===== src/rtl/mem_port_arbiter.sv =====
// Shares one single-port word RAM between fetch and data ports: fetch/read and RMW store take 3 cycles, aligned word store 2, plus one IDLE.
// Requests are held by the requester until its valid pulse; contention alternates between the two sides.
module mem_port_arbiter #(
  parameter int ADDR_WIDTH = 14
) (
  input  logic                  clock,
  input  logic                  reset,
  input  logic                  i_req,
  input  logic [31:0]           i_addr,
  output logic [31:0]           i_data,
  output logic                  i_valid,
  input  logic                  d_read,
  input  logic                  d_write,
  input  logic [31:0]           d_addr,
  input  logic [1:0]            d_width,
  input  logic [31:0]           d_wdata,
  output logic [31:0]           d_rdata,
  output logic                  d_valid,
  output logic                  d_error,
  output logic                  mem_en,
  output logic                  mem_we,
  output logic [ADDR_WIDTH-1:0] mem_addr,
  output logic [31:0]           mem_wdata,
  input  logic [31:0]           mem_rdata
);

  typedef enum logic [2:0] {
    IDLE, FETCH, DREAD, DWRITE, RMW_RD, RMW_WR, RD_WAIT, RESP
  } state_t;

  typedef struct packed {
    logic                  is_data;
    logic                  oor;
    logic [1:0]            width;
    logic [1:0]            off;
    logic [ADDR_WIDTH-1:0] word;
    logic [31:0]           wdata;
  } req_t;

  state_t state, state_nxt;
  req_t   req_q;
  logic   last_grant_d;
  logic   d_pend, grant_d, grant_i, d_oor, d_aligned;
  logic [31:0] shifted, merged;
  logic [3:0]  lane_base, lane;

  // Fetch addresses wrap, so their upper and byte-offset bits are ignored.
  logic unused_ok;
  assign unused_ok = ^{i_addr[31:ADDR_WIDTH+2], i_addr[1:0]};

  assign d_pend    = d_read | d_write;
  assign grant_d   = d_pend && (!i_req || !last_grant_d);
  assign grant_i   = i_req && !grant_d;
  assign d_oor     = (d_addr[31:2] >> ADDR_WIDTH) != '0;
  assign d_aligned = d_width[1] && (d_addr[1:0] == 2'd0);
  assign mem_addr  = req_q.word;

  always_ff @(posedge clock) begin
    if (reset) state <= IDLE;
    else       state <= state_nxt;
  end

  always_comb begin
    state_nxt = state;
    case (state)
      IDLE: begin
        if (grant_d) begin
          if (d_oor)        state_nxt = RESP;
          else if (d_write) state_nxt = d_aligned ? DWRITE : RMW_RD;
          else              state_nxt = DREAD;
        end else if (grant_i) begin
          state_nxt = FETCH;
        end
      end
      FETCH, DREAD: state_nxt = RD_WAIT;
      RD_WAIT:      state_nxt = RESP;
      DWRITE:       state_nxt = RESP;
      RMW_RD:       state_nxt = RMW_WR;
      RMW_WR:       state_nxt = RESP;
      default:      state_nxt = IDLE;
    endcase
  end

  // Byte-lane merge for partial stores; lanes shifted past byte 3 fall off.
  always_comb begin
    shifted = req_q.wdata << {req_q.off, 3'b000};
    case (req_q.width)
      2'd0:    lane_base = 4'b0001;
      2'd1:    lane_base = 4'b0011;
      default: lane_base = 4'b1111;
    endcase
    lane = lane_base << req_q.off;
    for (int b = 0; b < 4; b++)
      merged[8*b +: 8] = lane[b] ? shifted[8*b +: 8] : mem_rdata[8*b +: 8];
  end

  always_comb begin
    mem_en    = 1'b0;
    mem_we    = 1'b0;
    mem_wdata = '0;
    i_valid   = 1'b0;
    d_valid   = 1'b0;
    d_error   = 1'b0;
    case (state)
      FETCH, DREAD, RMW_RD: mem_en = 1'b1;
      DWRITE: begin
        mem_en    = 1'b1;
        mem_we    = 1'b1;
        mem_wdata = req_q.wdata;
      end
      RMW_WR: begin
        mem_en    = 1'b1;
        mem_we    = 1'b1;
        mem_wdata = merged;
      end
      RESP: begin
        i_valid = !req_q.is_data;
        d_valid = req_q.is_data;
        d_error = req_q.is_data && req_q.oor;
      end
      default: ;
    endcase
  end

  always_ff @(posedge clock) begin
    if (reset) begin
      req_q        <= '0;
      last_grant_d <= 1'b0;
      i_data       <= '0;
      d_rdata      <= '0;
    end else begin
      if (state == IDLE && grant_d) begin
        last_grant_d <= 1'b1;
        req_q <= '{is_data: 1'b1, oor: d_oor, width: d_width, off: d_addr[1:0],
                   word: d_addr[ADDR_WIDTH+1:2], wdata: d_wdata};
        if (d_write || d_oor) d_rdata <= '0;
      end else if (state == IDLE && grant_i) begin
        last_grant_d <= 1'b0;
        req_q <= '{is_data: 1'b0, oor: 1'b0, width: 2'd0, off: 2'd0,
                   word: i_addr[ADDR_WIDTH+1:2], wdata: 32'd0};
      end
      if (state == RD_WAIT) begin
        if (req_q.is_data) d_rdata <= mem_rdata >> {req_q.off, 3'b000};
        else               i_data  <= mem_rdata;
      end
    end
  end

endmodule


===== config.mk =====
export PLATFORM = sky130hd
export DESIGN_NAME = mem_port_arbiter
export DESIGN_NICKNAME = d
export VERILOG_FILES = /design/src/rtl/mem_port_arbiter.sv
export SDC_FILE = /design/constraint.sdc
export NUM_CORES = 1
export LEC_CHECK = 0
export BUFFER_PORTS_ARGS = -buffer_cell sky130_fd_sc_hd__buf_2
export CORE_MARGIN = 3
export CORE_UTILIZATION = 45
export CTS_BUF_LIST = sky130_fd_sc_hd__clkbuf_8
export DETAILED_ROUTE_END_ITERATION = 12
export GPL_TIMING_DRIVEN = 0
export PLACE_DENSITY = 0.79
export SYNTH_ARGS = -nofsm -noshare
export SYNTH_HDL_FRONTEND = slang
export SYNTH_SLANG_ARGS = --single-unit
export TNS_END_PERCENT = 30

===== constraint.sdc =====
create_clock -name clock -period 1.58 [get_ports clock]
set_input_delay 0.079 -clock clock [delete_from_list [all_inputs] [get_ports clock]]
set_output_delay 0.079 -clock clock [all_outputs]
set_load 0.01 [all_outputs]

-- Yosys cells after proc, flatten, opt, wreduce, memory -nomap -nowiden
Index checks and enable logic that the tools add are counted.
W data, S select, Z words.
- input bits: 135
- bits in registers: 120
- logic and storage cells: 71
- output and inout port bits: 115
- shift operators: 3
- equality and inequality tests: 9
- reduce and logical (&&, ||, !) cells: 22
- bitwise operators: 2
- multiplexer cells: 25
- operator list (kind ; number):
    $mux W32 ; 4
    $mux W52 ; 2
    $pmux W32 S2 ; 1
    $mux W8 ; 4
    $shl A32 B5 Y32 ; 1
    $shr A32 B5 Y32 ; 1
    $reduce_bool A30 Y1 ; 1
    $mux W3 ; 5
    $eq A3 B3 Y1 const B ; 4
    $pmux W3 S4 ; 1
    $pmux W4 S2 ; 1
    $mux W1 ; 7
    $eq A3 B2 Y1 const B ; 2
    $logic_and A1 B1 Y1 ; 6
    $reduce_or A5 Y1 ; 1
    $logic_not A1 Y1 ; 4
    $logic_not A2 Y1 ; 2
    $reduce_or A2 Y1 ; 2
    $shl A4 B2 Y4 ; 1
    $eq A3 B1 Y1 const B ; 1
    $logic_not A3 Y1 ; 1
    $ne A3 B3 Y1 const B ; 1
    $reduce_or A3 Y1 ; 1
    $eq A2 B1 Y1 const B ; 1
    5 further kinds ; 6

-- Depth between registers and ports, before layout
Gate-level depths: netlist of run 1.
- depth in word-level cells: 8
- depth in mapped cells: 7
- depth with buffers taken out: 4

-- Worst setup path after synthesis of run 1
Ideal clock, no wire load.
- path kind: reg-to-output
- start: register state[1]
- end: output port mem_wdata[24]
- stages on the path, launching flop included: 7
- buffers on the path: 2
- arrival: 1484 ps
- data required time: 1501 ps
- setup slack: 17 ps
- cell sequence: dfxtp_1 -> buf_2 -> nand3b_1 -> buf_2 -> o21bai_1 -> a211oi_1 -> a221o_1
- longest elaborated chain between the ends: 2
- elaborated cells on any way between the ends: 3
- classes of those cells: eq/ne (2); mux (1)
- ends and longest elaborated chain (element ; line ; source):
    start, declared ; 40 ; state_t state, state_nxt;
    start signal, assigned ; 60 ; else state <= state_nxt;
    $eq A3 B3 Y1 / $eq A3 B2 Y1 (equally long branches) ; 104 ; case (state)
    $pmux W32 S2 (*) ; 104 ;
    end, declared ; 23 ; output logic [31:0] mem_wdata,
Mark *: on every way between the ends. The rest lies on a longest branch, timed or not.

-- Worst setup path in the final report of run 1
- start: register state[2]
- end: output port mem_wdata[24]
Same word-level chain as after synthesis.

==> results of run 1 <==
-- kinds of logic after synthesis --
| logic type | count (synthesis) |
|---|---|
| mux | 50 |
| simple gates | 276 |
| compound gates | 208 |
| buf+inv | 76 |
| flops | 119 |
| xor+xnor | 1 |
-- metal layers --
metal | GRT usage [%] | routed length [um] | up-vias
li1 | - | - | 3404
met1 | 41.42 | 9975 | 3622
met2 | 57.14 | 12640 | 677
met3 | 9.977 | 3305 | 165
met4 | 22.41 | 1769 | 0
met5 | 0 | 0 | -
-- critical path, delay by kind of cell (launching register included) --
kind            cells  cell delay (ns)
compound gates      3             0.63
buf+inv             3             0.47
simple gates        1             0.16
flops               1             0.35
-- sequential cells by signal (all words and copies together), names as in the netlist --
signal / cells
state: 3
req_q: 38
d_rdata: 32
mem_addr: 14
i_data: 32
-- power by group through the flow --
stage | logic (uW) | registers, uW | clock network (uW)
2_1_floorplan | 1300 | 3410 | 0
3_3_place_gp | 2010 | 3440 | 0
3_5_place_dp | 2030 | 3440 | 0
4_1_cts | 2620 | 3390 | 3460
5_1_grt | 3320 | 3440 | 3610
6_report | 3150 | 3430 | 3450
-- path summary, 6_finish.rpt --
kind                                from                        end  slack [ns]  cells after the start
setup / recovery   state[2]$_SDFFE_PP0P_              mem_wdata[24]       -0.56                      7
hold reg to reg   i_data[0]$_SDFFE_PP0P_     i_data[0]$_SDFFE_PP0P_        0.46                      2
setup reg to reg  req_q[51]$_SDFFE_PP0P_  mem_addr[12]$_SDFFE_PP0P_       -0.27                      6
hold / removal                   d_write      state[0]$_SDFFE_PP0P_        0.09                      3
-- timing repair --
| action | 4_1_cts | 5_1_grt |
|---|---|---|
| resized for setup | 124 | 91 |
| cloned | 3 | 1 |
| hold buffers | 96 | 0 |
| pin swaps | 35 | 19 |
| buffers inserted | 15 | 22 |
| endpoints found under the hold margin | 82 | 0 |
| endpoints found under the setup margin | 146 | 153 |
-- final cells by class --
cell class,instances,area (sq um)
sequential,119,2395
antenna,1,2.502
tap,172,215.2
timing repair buffer,367,2544
inverter,1,3.754
fill,809,2853
clock buffer,20,275.3
buffer,73,661.9
clock inverter,12,221.5
multi-input combinational,535,3602
-- cells in the final DEF (no fill, tap or decap), types with 6 or more instances in the layout --
master           n
a211oi_1         6
a21oi_1         64
a221o_1          8
a22o_1          16
a22oi_1         26
a22oi_2         23
a311oi_1        14
a32o_1           7
and3_1           6
buf_12           9
buf_2          232
buf_4           47
buf_6           22
buf_8           10
bufinv_16        6
clkbuf_1        15
clkbuf_8        23
dfxtp_1        113
dlygate4sd3_1   96
mux2_2           7
mux2i_1         41
nand2_1        144
nand3_1         19
nor2_1          58
nor2_4           8
nor3_1           9
o22ai_1          9
-- per-stage QoR --
stage	TNS (ns)	hold WS (ns)	instance area [sq um]	total power [uW]
floorplan	0	0.2150	5966	4712
global placement	-26.69	0.3276	7337	5449
detailed placement	-29.18	0.3357	7337	5480
CTS	-30.22	0.06365	9369	9470
global route	-32.54	0.08159	9918	10370
finish	-23.54	0.09349	9921	10040
==> impl_metrics.yaml, run 1 <==
pwr:
  p_sw_uw: 3135
  peakVddDrop_v: 0.0007275
  p_clk_share_pct: 34.4
  internal-power_uw: 6900
  netSwitchingFraction_pct: 31.24
  leakagePower_uw: 0.004263
  seq_power_share_pct: 34.2
  p_comb_share_pct: 31.4
  cellPowerDensity_mw_per_mm2: 1012
clock_network:
  clkSinkCount: 119
  numCtsBuffers: 17
  cts_tree: "done"
  max-clock-path-buffers: 2
  cts.clk_slew.worst_paths_ns: 0.07
  htreeDepth: 4
  cts_root_buf: "clkbuf_8"
  clock_latency_ns: 0.45
grt:
  grt_pass1_vias: 7593
  grt-ovfl-total: 0
  grt_first_pass_wirelength_mm: 40.48
  grt_max_degree: 17
  grt_usage_pct: 35.44
  antenna_found_initial: 0
placement:
  dpl.cell_count: 1133
  dpl.hpwl_mm: 17.23
  place.gp.congestion: 0.9576
  dp_slack_ns: -0.4743
  port_buffers: 231
synth:
  syn-num-nets: 865
  synth_top_cell_area_share_pct: 39.93
  synth_top_cell_by_area: "dfxtp_1"
  avgSynthCellArea_sq_um: 8.172
  synthSimpleGateAreaFrac_pct: 20.07
  ys_warn_count: 0
  synth.area.top_cells: "dfxtp_1 (40%), nand2_1 (9.2%), mux2i_1 (7.0%), a22oi_1 (6.2%), a21oi_1 (5.5%)"
  synthArstFlopShare_pct: 0
  yosys-top-cells-count: "nand2_1 (146), dfxtp_1 (119), nor2_1 (70), a21oi_1 (65), a22oi_1 (49)"
  ys_seq_area_share_pct: 39.93
  synth_top_family_by_area: "compound AO/OA/AOI/OAI gates"
  ys.flop_type: "dfxtp_1"
  netlist_area_sq_mm: 0.005966
  synth_compound_area_share_pct: 24.50
  synthAdderAreaFrac_pct: 0
  synth.distinct_cells: 51
  synth-xor-area-share_pct: 0.1468
  netlist_instances: 730
  synth_edf_count: 0
  synth_most_common_cell: "nand2_1"
  synthMuxAreaShare_pct: 8.557
  ys_ff_latch: 119
routing:
  post_drt_wl_per_cell_um: 21.30
  antenna_left: 0
  wl_mm: 27.69
  via_per_inst: 6.052
  drt_iter0_drc: 1030
  drc: 0
  dr_total_vias: 7868
  firstDrtPassIters: 6
status:
  failed_checks: "negative setup slack"
  outcome: "finished, violations left"
floorplanning:
  start_util_pct: 46.70
  rows: 41
  die-width_um: 121.1
  die_y_um: 121.1
  dieArea_sq_mm: 0.01467
  core_area_sq_mm: 0.01277
  ioPinCount: 250
critical_path:
  critPathLaunchType: "register"
  slowest_delay_ns: 0.35
  cp_data_arrival_time_ns: 2.06
  cp_max_fo: 8
  worstSetupPathType: "reg2out"
  crit_chain: "buf_8 -> nand3b_1 -> buf_6 -> o21bai_4 -> a211oi_2 -> a221o_1 -> buf_2"
  endpoint_kind: "primary output"
  cp_slowest_cell: "dfxtp_2"
  cp.required_ns: 1.50
timing:
  timing.final.max_slew_violations: 0
  timing.final.ws_setup_ns: -0.5610
  slew_headroom_pct: 43.71
  hold_violations: 0
  rsz0062_at_grt: "true"
  worstMarginPinSlew_ns: 0.8444
  max_freq_mhz: 467.1
  setup_viol: 121
  clock-skew-final_ns: 0.01553
  finalCritPeriodShare_pct: 135.5
  period_minus_slack_ns: 2.141
cells_and_area:
  nNetsFinal: 1249
  postLayoutCoreUtil_pct: 77.67
  drive_gt1_share_pct: 39.66
  stdcell_count: 1300
  areaGrowthSynthToFinish_pct: 66.30
min_path:
  hold_path.class: "in2reg"
run:
  drv_cap: 0
Power figures use the tool's default switching activity.
==> run 2, diff against run 1 <==
--- a/config.mk
+++ b/config.mk
@@ -5,13 +5,14 @@
 export SDC_FILE = /design/constraint.sdc
 export NUM_CORES = 1
 export LEC_CHECK = 0
+export ABC_AREA = 1
 export BUFFER_PORTS_ARGS = -buffer_cell sky130_fd_sc_hd__buf_2
 export CORE_MARGIN = 3
-export CORE_UTILIZATION = 45
+export CORE_UTILIZATION = 46
 export CTS_BUF_LIST = sky130_fd_sc_hd__clkbuf_8
 export DETAILED_ROUTE_END_ITERATION = 12
 export GPL_TIMING_DRIVEN = 0
-export PLACE_DENSITY = 0.79
+export PLACE_DENSITY = 0.8
 export SYNTH_ARGS = -nofsm -noshare
 export SYNTH_HDL_FRONTEND = slang
 export SYNTH_SLANG_ARGS = --single-unit
==> impl_metrics.yaml, run 2 <==
status:
  outcome: "finished, violations left"
  failed_checks: "negative setup slack"
cells_and_area:
  nNetsFinal: 1449
  antenna_cells: 0
  drive_gt1_share_pct: 32.43
  final_cell_mix: "nand2_1 (236), buf_2 (235), a21oi_1 (117)"
  max_flop_register: "req_q"
  top_regs: "req_q: 38 flops, d_rdata: 32 flops, i_data: 32 flops"
  postLayoutCoreUtil_pct: 75.94
  largest_reg_flops: 38
  areaGrowthSynthToFinish_pct: 57.96
  final_common_cell: "nand2_1"
routing:
  via_per_inst: 5.597
  post_drt_wl_per_cell_um: 18.52
  met3_length_mm: 2.643
  antenna_left: 0
  wl_met2_mm: 13.38
  drt_iter0_drc: 1074
  m1WireLength_mm: 10.48
  firstDrtPassIters: 5
  dr.max_layer_used: "met4"
  drc: 0
  wl_mm: 27.74
  dr_total_vias: 8385
critical_path:
  cp_data_arrival_time_ns: 1.87
  crit_chain: "buf_6 -> inv_6 -> o21ai_4 -> buf_6 -> o21ai_0 -> o21ai_1 -> o22ai_1 -> buf_2"
  cp_slowest_cell: "dfxtp_2"
  critPathLaunchType: "register"
  worstSetupPathType: "reg2out"
  crit_top_cell: "buf_6"
  cp.required_ns: 1.50
  slowest_delay_ns: 0.32
  endpoint_kind: "primary output"
  cp_max_fo: 8
timing:
  timing.final.max_slew_violations: 0
  worstMarginPinSlew_ns: 0.6326
  setup_viol: 36
  finalCritPeriodShare_pct: 123.4
  rsz0062_at_grt: "true"
  fin_setup_tns_ns: -7.858
  timing.final.ws_setup_ns: -0.3700
  max_freq_mhz: 512.8
  period_minus_slack_ns: 1.950
  slew_headroom_pct: 57.83
  hold_violations: 0
  clock-skew-final_ns: 0.007042
synth:
  ys_ff_latch: 119
  syn-num-nets: 1078
  synth.area.top_cells: "dfxtp_1 (38%), nand2_1 (15%), a21oi_1 (9.9%), o21ai_0 (9.3%), inv_1 (5.2%)"
  netlist_instances: 943
  yosys-top-cells-count: "nand2_1 (246), a21oi_1 (123), dfxtp_1 (119), o21ai_0 (116), inv_1 (86)"
  synthArstFlopShare_pct: 0
  netlist_area_sq_mm: 0.006215
  avgSynthCellArea_sq_um: 6.590
  ys_warn_count: 0
  synth_top_cell_area_share_pct: 38.33
  synth.distinct_cells: 24
  synth_most_common_cell: "nand2_1"
  ys.flop_type: "dfxtp_1"
  synth_edf_count: 0
  synth_top_cell_by_area: "dfxtp_1"
  ys_seq_area_share_pct: 38.33
clock_network:
  cts_root_buf: "clkbuf_8"
  htreeDepth: 4
  max-clock-path-buffers: 2
  clock_latency_ns: 0.45
  numCtsBuffers: 17
  cts_tree: "done"
  clkSinkCount: 119
  cts.clk_slew.worst_paths_ns: 0.06
floorplanning:
  start_util_pct: 48.07
  core_area_sq_mm: 0.01293
  die-width_um: 122.2
  rows: 41
  ioPinCount: 250
  die_y_um: 122.2
  dieArea_sq_mm: 0.01494
grt:
  grt_usage_pct: 34.71
  grt_max_degree: 17
  grt_pass1_vias: 7927
  grt-ovfl-total: 0
  grt_first_pass_wirelength_mm: 40.20
  antenna_found_initial: 0
min_path:
  hold_path.class: "in2reg"
placement:
  port_buffers: 230
  dpl.hpwl_mm: 17.66
  place.gp.congestion: 0.9974
pwr:
  leakagePower_uw: 0.004637
  cellPowerDensity_mw_per_mm2: 1491
  seq_power_share_pct: 29.1
  internal-power_uw: 8640
  p_sw_uw: 6000
  peakVddDrop_v: 0.001029
  p_comb_share_pct: 49.0
  p_clk_share_pct: 21.9
  netSwitchingFraction_pct: 40.98
run:
  drv_cap: 0
run 2: layout make-up:
cell class | count | area, sq um
Fill cell | 977 | 3110
Clock inverter | 11 | 180.2
Buffer | 77 | 584.3
Clock buffer | 20 | 275.3
Multi-Input combinational cell | 653 | 3395
Timing Repair Buffer | 353 | 2387
Inverter | 93 | 379.1
Tap cell | 172 | 215.2
Sequential cell | 119 | 2401
run 2: logic make-up (layout without fill, tap and decap cells):
logic type	count (synthesis)	in the layout	share of synthesized area, %
AO/OA/AOI/OAI	307	307	27.00
buffers and inverters	171	554	12.12
flip-flops	119	119	38.33
AND/OR/NAND/NOR	346	346	22.55
run 2: worst paths after layout:
kind / start / end / slack (ns) / cells past startpoint
setup / recovery: req_q[46]$_SDFFE_PP0P_ / mem_wdata[16] / -0.37 / 8
hold / removal: mem_rdata[9] / i_data[9]$_SDFFE_PP0P_ / 0.02 / 3
setup reg to reg: state[1]$_SDFFE_PP0P_ / i_data[19]$_SDFFE_PP0P_ / -0.02 / 9
hold reg to reg: req_q[4]$_SDFFE_PP0P_ / req_q[4]$_SDFFE_PP0P_ / 0.46 / 2
run 2: what timing repair did:
item                                    CTS  global route
endpoints found under the hold margin    80             0
endpoints found under the setup margin   91           147
cloned                                    1             2
hold buffers                             94             0
gates resized for setup                 123            96
setup buffers                            14            12
pin swaps                                13            27
run 2: worst max-delay path: cells and delay by family (launching register included):
kind,cells,cell delay (ns)
compound gates,4,0.57
buf+inv,4,0.52
flops,1,0.32
run 2: through the flow:
stage	worst slack (ns)	std cells	area [sq um]	hold slack [ns]	power (uW)
floorplan	0.1849	943	6215	0.2272	7631
global placement	-0.5266	1345	7581	0.3360	9442
detailed placement	-0.5431	1345	7581	0.3348	9517
CTS	-0.3334	1485	9427	0.0009265	13600
global route	-0.4407	1498	9817	0.01124	15320
finish	-0.3700	1498	9817	0.02293	14640
run 2: metal layers:
metal  vias up  global-route usage (%)
li1       3867                       -
met3       119                   7.880
met1      3845                   41.38
met2       554                   59.81
met5         -                       0
met4         0                   15.12
run 2: power by group through the flow:
stage          logic (uW)  registers, uW  clock network (uW)
6_report             7170           4270                3210
5_1_grt              7660           4320                3340
4_1_cts              6180           4220                3200
3_5_place_dp         5310           4210                   0
3_3_place_gp         5250           4190                   0
2_1_floorplan        3430           4200                   0
